--- src/rtl/player_motion.sv ---
// player_motion: latches decoded D-pad buttons and steps the player X/Y
// position on a programmable frame tick, clamping or wrapping at the
// playfield edges.
// Optional build macro PLAYER_MOTION_ACCEL_EN: per-axis hold counters that
// double the step after the same direction has been held for several ticks.
module player_motion #(
  parameter int X_W      = 10,
  parameter int Y_W      = 10,
  parameter int X_MAX    = 639,
  parameter int Y_MAX    = 479,
  parameter int X_INIT   = 320,
  parameter int Y_INIT   = 240,
  parameter int STEP     = 1,
  parameter int TICK_DIV = 416667,
  parameter int WRAP     = 0
) (
  input  logic           CLK,
  input  logic           RST,
  input  logic           Enable,
  input  logic           Recenter,
  input  logic           Readable,
  input  logic           Up,
  input  logic           Down,
  input  logic           Left,
  input  logic           Right,
  output logic [X_W-1:0] X,
  output logic [Y_W-1:0] Y,
  output logic           Tick,
  output logic           Moving
);

  localparam int CNT_W = (TICK_DIV > 1) ? $clog2(TICK_DIV) : 1;
  localparam logic [CNT_W-1:0] CNT_LAST = CNT_W'(TICK_DIV - 1);

  // Edge arithmetic is done one bit wider than the coordinate so that
  // pos+step and pos+span never overflow before the edge decision.
  localparam logic [X_W:0] X_MAX_E = (X_W+1)'(X_MAX);
  localparam logic [X_W:0] X_SPAN  = (X_W+1)'(X_MAX + 1);
  localparam logic [X_W:0] X_STEP1 = (X_W+1)'(STEP);
  localparam logic [Y_W:0] Y_MAX_E = (Y_W+1)'(Y_MAX);
  localparam logic [Y_W:0] Y_SPAN  = (Y_W+1)'(Y_MAX + 1);
  localparam logic [Y_W:0] Y_STEP1 = (Y_W+1)'(STEP);

  // Latched buttons, ordered {Up, Down, Left, Right}
  logic [3:0]       r_btn;
  logic [CNT_W-1:0] r_cnt;
  logic [X_W-1:0]   r_x;
  logic [Y_W-1:0]   r_y;
  logic             r_tick;
  logic             r_moving;

  logic             w_tick_int;
  logic             w_x_inc, w_x_dec, w_y_inc, w_y_dec;
  logic [X_W:0]     w_x_ext, w_x_sum, w_x_step;
  logic [Y_W:0]     w_y_ext, w_y_sum, w_y_step;
  logic [X_W-1:0]   w_x_next;
  logic [Y_W-1:0]   w_y_next;

  assign w_tick_int = Enable && (r_cnt == CNT_LAST);

  // Opposing buttons on an axis cancel each other out
  assign w_x_inc = r_btn[0] & ~r_btn[1];
  assign w_x_dec = r_btn[1] & ~r_btn[0];
  assign w_y_inc = r_btn[2] & ~r_btn[3];
  assign w_y_dec = r_btn[3] & ~r_btn[2];

`ifdef PLAYER_MOTION_ACCEL_EN
  localparam logic [X_W:0] X_STEP2 = (X_W+1)'(2 * STEP);
  localparam logic [Y_W:0] Y_STEP2 = (Y_W+1)'(2 * STEP);

  // Hold count and last moving direction per axis; direction is {inc, dec}
  logic [2:0] r_x_hold, r_y_hold;
  logic [1:0] r_x_dir,  r_y_dir;

  assign w_x_step = (r_x_hold >= 3'd4) ? X_STEP2 : X_STEP1;
  assign w_y_step = (r_y_hold >= 3'd4) ? Y_STEP2 : Y_STEP1;

  // Hold counters: count consecutive same-direction ticks, saturating at 7
  always_ff @(posedge CLK) begin
    if (RST || Recenter) begin
      r_x_hold <= '0;
      r_y_hold <= '0;
      r_x_dir  <= '0;
      r_y_dir  <= '0;
    end else if (w_tick_int) begin
      r_x_dir <= {w_x_inc, w_x_dec};
      r_y_dir <= {w_y_inc, w_y_dec};
      if (({w_x_inc, w_x_dec} != 2'b00) && ({w_x_inc, w_x_dec} == r_x_dir)) begin
        if (r_x_hold != 3'd7) r_x_hold <= r_x_hold + 3'd1;
      end else begin
        r_x_hold <= '0;
      end
      if (({w_y_inc, w_y_dec} != 2'b00) && ({w_y_inc, w_y_dec} == r_y_dir)) begin
        if (r_y_hold != 3'd7) r_y_hold <= r_y_hold + 3'd1;
      end else begin
        r_y_hold <= '0;
      end
    end
  end
`else
  assign w_x_step = X_STEP1;
  assign w_y_step = Y_STEP1;
`endif

  assign w_x_ext = {1'b0, r_x};
  assign w_y_ext = {1'b0, r_y};
  assign w_x_sum = w_x_ext + w_x_step;
  assign w_y_sum = w_y_ext + w_y_step;

  // Next X: step toward the pressed side, then clamp or wrap at the edges
  always_comb begin
    w_x_next = r_x;
    if (w_x_inc) begin
      if (w_x_sum > X_MAX_E)
        w_x_next = (WRAP != 0) ? X_W'(w_x_sum - X_SPAN) : X_W'(X_MAX_E);
      else
        w_x_next = X_W'(w_x_sum);
    end else if (w_x_dec) begin
      if (w_x_ext < w_x_step)
        w_x_next = (WRAP != 0) ? X_W'(w_x_ext + X_SPAN - w_x_step) : '0;
      else
        w_x_next = X_W'(w_x_ext - w_x_step);
    end
  end

  // Next Y: Down increments, Up decrements, same edge handling as X
  always_comb begin
    w_y_next = r_y;
    if (w_y_inc) begin
      if (w_y_sum > Y_MAX_E)
        w_y_next = (WRAP != 0) ? Y_W'(w_y_sum - Y_SPAN) : Y_W'(Y_MAX_E);
      else
        w_y_next = Y_W'(w_y_sum);
    end else if (w_y_dec) begin
      if (w_y_ext < w_y_step)
        w_y_next = (WRAP != 0) ? Y_W'(w_y_ext + Y_SPAN - w_y_step) : '0;
      else
        w_y_next = Y_W'(w_y_ext - w_y_step);
    end
  end

  // Button latch, prescaler, and position update with RST > Recenter > tick
  always_ff @(posedge CLK) begin
    if (RST) begin
      r_btn    <= '0;
      r_cnt    <= '0;
      r_x      <= X_W'(X_INIT);
      r_y      <= Y_W'(Y_INIT);
      r_tick   <= 1'b0;
      r_moving <= 1'b0;
    end else begin
      if (Readable) r_btn <= {Up, Down, Left, Right};

      if (!Enable || w_tick_int) r_cnt <= '0;
      else                       r_cnt <= r_cnt + CNT_W'(1);

      r_tick <= w_tick_int & ~Recenter;

      if (Recenter) begin
        r_x <= X_W'(X_INIT);
        r_y <= Y_W'(Y_INIT);
      end else if (w_tick_int) begin
        r_x      <= w_x_next;
        r_y      <= w_y_next;
        r_moving <= (w_x_next != r_x) || (w_y_next != r_y);
      end
    end
  end

  assign X      = r_x;
  assign Y      = r_y;
  assign Tick   = r_tick;
  assign Moving = r_moving;

endmodule

--- config.mk ---
export PLATFORM = sky130hd
export DESIGN_NAME = player_motion
export DESIGN_NICKNAME = d
export VERILOG_FILES = /design/src/rtl/player_motion.sv
export SDC_FILE = /design/constraint.sdc
export NUM_CORES = 1
export LEC_CHECK = 0
export ABC_AREA = 1
export BUFFER_PORTS_ARGS = -buffer_cell sky130_fd_sc_hd__buf_4
export CORE_MARGIN = 1.5
export CORE_UTILIZATION = 50
export DETAILED_ROUTE_END_ITERATION = 16
export PLACE_DENSITY_LB_ADDON = 0.1
export REMOVE_ABC_BUFFERS = 1
export SYNTH_ARGS = -nofsm -noshare
export SYNTH_HDL_FRONTEND = slang
export SYNTH_SLANG_ARGS = --single-unit
--- constraint.sdc ---
create_clock -name CLK -period 5.4 [get_ports CLK]
set_input_delay 0.54 -clock CLK [delete_from_list [all_inputs] [get_ports CLK]]
set_output_delay 0.54 -clock CLK [all_outputs]
set_load 0.03 [all_outputs]
# Word-level counts from Yosys, hierarchy flattened
# Index checks and enable logic that the tools add are counted.
# totals
word_cells	43
output_inout_bits	22
reg_bits	45
# classes
n_mux	8
n_reduce_logical	7
n_bitwise	10
n_lt_le_gt_ge	4
eq_ne	3
add_sub_neg	5
# ops
op	count
$mux 10	8
$add 10x1->11 const B	2
$lt 10x1->1 const B	2
$ne 10x10->1	2
$sub 10x1->10 const B	2
$add 19x1->19 const B	1
$eq 19x19->1 const B	1
$gt 11x10->1 const B	1
$gt 11x9->1 const B	1
$and 1x1->1	5
$not 1->1	5
$reduce_or 2->1	2
$logic_or 1x1->1	2
$reduce_and 2->1	1
$logic_and 1x1->1	1
$logic_not 1->1	1

# Longest topological paths before layout
# depth
word_depth	6
mapped_depth	18

# Worst setup path before layout
# No wires, ideal clock.
# synth_path
path_kind	flip-flop to flip-flop
startpoint	register r_x[0] (netlist: X[0])
endpoint	register r_moving (netlist: Moving)
path_stages_with_launch	19
slack_ps	3159
setup_ps	117
path_buffers	1
synth_period_minus_slack_ps	2241
arrival_ps	2123
path_cell_list	dfxtp_1 > buf_4 > inv_2 > ha_1 > inv_1 > nor3_1 > nand2_1 > nor2_1 > nand2_1 > nand2_1 > nand2_4 > nand3_1 > nand2_1 > nand2_1 > nand2_1 > nor2_1 > nand2_1 > nor2_1 > a21oi_1
# synth_between
elab_chain_cells	6
elab_cells_between_ends	10
cone_classes	add/sub: 2; order compare: 2; eq/ne: 1; mux: 4; reduce/logical: 1
# synth_rtl
item	line_no	text
start: declaration	47	logic [X_W-1:0] r_x;
start signal: assignment	147	r_x <= X_W'(X_INIT);
start signal: assignment	160	r_x <= X_W'(X_INIT);
start signal: assignment	163	r_x <= w_x_next;
$add 10x1->11 (tied with other cells)	107	assign w_x_sum = w_x_ext + w_x_step;
$gt 11x10->1 / $mux 10 (equally long branches)	114, 119	
$mux 10 (on tied branches)	114, 118	
$mux 10	113	if (w_x_inc) begin
$ne 10x10->1 *	165	r_moving <= (w_x_next != r_x) || (w_y_next != r_y);
$logic_or 1x1->1 *	165	
end signal: assignment	165	
end: declaration	50	logic r_moving;
# Mark *: on every way between the ends. The rest lies on a longest branch, timed or not.
# A chain may end at the register's enable or synchronous reset.

# Worst setup path in the final report
# layout_path
startpoint	register r_x[1] (netlist: X[1])
endpoint	register r_moving (netlist: Moving)
# Same word-level chain as after synthesis.

==> results.sh <==
export IMPL_final_hold_viol_count=0
export IMPL_cts_hold_buf=0
export IMPL_fin_crit_sh_pct=46.2
export IMPL_yosysTopAreaCellShare_pct=25.3
export IMPL_avgSynthCellArea_um2=5.99
export IMPL_portBuffers=30
export IMPL_maxCapViolCount=0
export IMPL_skew_ps=8.33
export IMPL_max_stage_delay_ps=530
export IMPL_final_util_pct=57.6
export IMPL_die_w_um=87.4
export IMPL_synth_cell_types=38
export IMPL_synth_simple_area_share_pct=44.0
export IMPL_drc=0
export IMPL_postCtsSetupBuffers=0
export IMPL_grt_usage_pct=24.5
export IMPL_grt_start_max_net_pins=29
export IMPL_post_route_min_period_ps=2500
export IMPL_worstSetupPathType="reg -> reg"
export IMPL_root_buffer="clkbuf_8"
export IMPL_final_common_cell="nand2_1"
export IMPL_initial_core_util_pct=52.1
export IMPL_ant_nets=0
export IMPL_wl_met2_um=4110
export IMPL_netlist_area_mm2=0.00356
export IMPL_fillers=704
export IMPL_synth_compound_area_share_pct=13.7
export IMPL_syn_instance_count=594
export IMPL_ctsResizeCount=0
export IMPL_synth_seq_cells=45
export IMPL_gp_congestion=0.892
export IMPL_dr_wl_met3_um=584
export IMPL_power_leakage_nw=1.82
export IMPL_num_io_pins=31
export IMPL_max_vdd_ir_drop_mv=0.131
export IMPL_top_layer_used="met4"
export IMPL_path_clk_slew_ps=100
export IMPL_rr_startpoint="X[1]"
export IMPL_setup_viol=0
export IMPL_fp_coreArea_mm2=0.00683
export IMPL_area_growth_syn_to_layout_pct=10.6
export IMPL_worstMarginPinSlew_ps=672
export IMPL_crit_start="X[1]"
export IMPL_antenna_found_initial=0
export IMPL_die_h_um=87.4
export IMPL_dr_first_iter_drc_count=241
export IMPL_grt_ovfl_total=0
export IMPL_final_cell_mix="165 x nand2_1, 67 x nor2_1, 67 x nand3_1, 65 x inv_1, 45 x dfxtp_1"
export IMPL_htree_levels=2
export IMPL_core_rowCount=30
export IMPL_clock_fmax_mhz=401
export IMPL_cellPowerDensity_mw_per_mm2=177
export IMPL_wirelength_um=9120
export IMPL_grt_pass1_vias=3247
export IMPL_final_nets=631
export IMPL_clock_latency_ps=310
export IMPL_die_area_mm2=0.00763
export IMPL_synth_top_family_by_area="simple AND/OR/NAND/NOR gates"
export IMPL_post_drt_wl_per_cell_um=12.8
export IMPL_r2r_slack_ps=2900
export IMPL_clockBufferDepth=2
export IMPL_r2r_end="Moving"
export IMPL_clock_sinks=45
export IMPL_tns_ps=0
export IMPL_slowest_stage="dfxtp_1"
export IMPL_synthTopCellsByArea="dfxtp_1 25%, nand2_1 17%, nand3_1 9.4%"
export IMPL_numCtsBuffers=5
export IMPL_cts_tree="yes"
export IMPL_synth_top_area_cell="dfxtp_1"
export IMPL_drive_gt1_share_pct=11.9
export IMPL_yosys_mux_area_fraction_pct=0
export IMPL_endpoint_kind="flop"
export IMPL_required_ps=5610
export IMPL_synthAdderAreaFrac_pct=2.81
export IMPL_met1Wirelength_um=4360
export IMPL_worstPathMaxFanout=10
export IMPL_drv_slew=0
export IMPL_arrival_ps=2700
export IMPL_antennaDiodeCount=0
export IMPL_min_from="r_cnt[0]"
export IMPL_start_kind="flop"
export IMPL_crit_chain="ha_1, nand2_1, nor2_1, nand3_1, nand2_1, nand2_1, nor2_1, nand2_1, nand2_4, nand3_1, nand3_1, nand2_1, nor2_1, nand2_1, nor2_1, a21oi_1"
export IMPL_viasPerCell=5.28
export IMPL_vias=3753
export IMPL_slew_limit_headroom_pct=55.1
export IMPL_critPathMostFrequentCell="nand2_1"
export IMPL_endpoint="Moving"
export IMPL_worst_hold_path_type="reg -> reg"
export IMPL_rsz0062_at_grt="false"
export IMPL_ys_warnings_count=0
export IMPL_grt_first_pass_wirelength_um=15000
export IMPL_reg2reg_depth=16
export IMPL_firstDrtPassIters=5
export IMPL_dp_hpwl_um=7010
export IMPL_outcome="finished, final reports clean"
export IMPL_seq_area_frac_synth_pct=25.3
export IMPL_synthXorXnorAreaFrac_pct=3.66
cell usage after synthesis:
| master | n |
|---|---|
| a21o_1 | 2 |
| xor2_2 | 1 |
| o21a_1 | 1 |
| o221ai_1 | 1 |
| inv_2 | 9 |
| o21ai_0 | 35 |
| a211oi_1 | 3 |
| and3_2 | 1 |
| nand3_4 | 1 |
| nand2_2 | 3 |
| clkbuf_2 | 1 |
| nor2_4 | 6 |
| dfxtp_1 | 45 |
| xor2_1 | 10 |
| nor2_1 | 67 |
| nor3b_1 | 3 |
| nand3b_1 | 1 |
| nor2_2 | 4 |
| nor3_2 | 2 |
| a31o_2 | 1 |
| buf_4 | 4 |
| a221oi_1 | 2 |
| nand3_1 | 67 |
| clkbuf_1 | 5 |
| o31ai_1 | 1 |
| nand3_2 | 5 |
| o211ai_1 | 3 |
| nand4_1 | 10 |
| buf_2 | 8 |
| nand2_1 | 165 |
| inv_1 | 65 |
| ha_1 | 8 |
| o21bai_1 | 1 |
| a21oi_1 | 38 |
| nor3_1 | 10 |
| xnor2_1 | 3 |
| nand2_4 | 1 |
| a31oi_1 | 1 |
worst max-delay path: cells and delay by family (launching register included):
kind            cells  cell delay (ps)
fa+ha+maj           1              300
flops               1              530
simple gates       14             1470
compound gates      1               70
sequential cells by signal, summed over array words and instances (netlist names):
name and count:
r_cnt 19, X 10, Y 10, r_btn 4
Moving 1, Tick 1
report_power, final:
group | switching (mW) | total, mW | internal, mW
clock network | 0.137 | 0.280 | 0.142
registers | 0.00229 | 0.337 | 0.334
logic | 0.0536 | 0.0813 | 0.0277
total | 0.193 | 0.698 | 0.504
worst min-delay path by stage:
stage | endpoint | slack (ps) | cells after the start
finish | r_cnt[0] | 470 | 1
floorplan | r_cnt[0] | 430 | 1
detailed placement | r_cnt[0] | 460 | 1
global placement | r_cnt[0] | 450 | 1
global route | r_cnt[0] | 500 | 1
CTS | r_cnt[0] | 480 | 1
final cells by class:
type / instances / area [um^2] / share of cell area (%)
Sequential cell: 45 / 901 / 22.9
Inverter: 74 / 278 / 7.06
Multi-Input combinational cell: 457 / 2290 / 58.1
Clock buffer: 5 / 68.8 / 1.75
Timing Repair Buffer: 31 / 233 / 5.91
Tap cell: 96 / 120 / 3.05
Clock inverter: 3 / 50.0 / 1.27
metal layers:
metal / track usage (%) / up-vias
li1: - / 1961
met1: 35.0 / 1660
met2: 39.0 / 124
met3: 3.98 / 8
met4: 4.91 / 0
met5: 0 / -
stage by stage:
stage          hold WS [ps]  total power [mW]  area (um^2)  setup slack [ps]  std cells
2_1_floorplan           430             0.402         3460              3140        576
3_3_place_gp            446             0.424         3820              3000        703
3_5_place_dp            457             0.424         3820              2980        703
4_1_cts                 480             0.699         3940              2940        711
5_1_grt                 504             0.723         3940              2590        711
6_report                474             0.698         3940              2900        711
cells by family after synthesis:
family / Yosys count
AOI/OAI and AO/OA: 89
xor gates and xnor gates: 14
adders and majority gates: 8
buffers and inverters: 92
DFF: 45
and+or+nand+nor: 346
(Power assumes the default switching activity.)
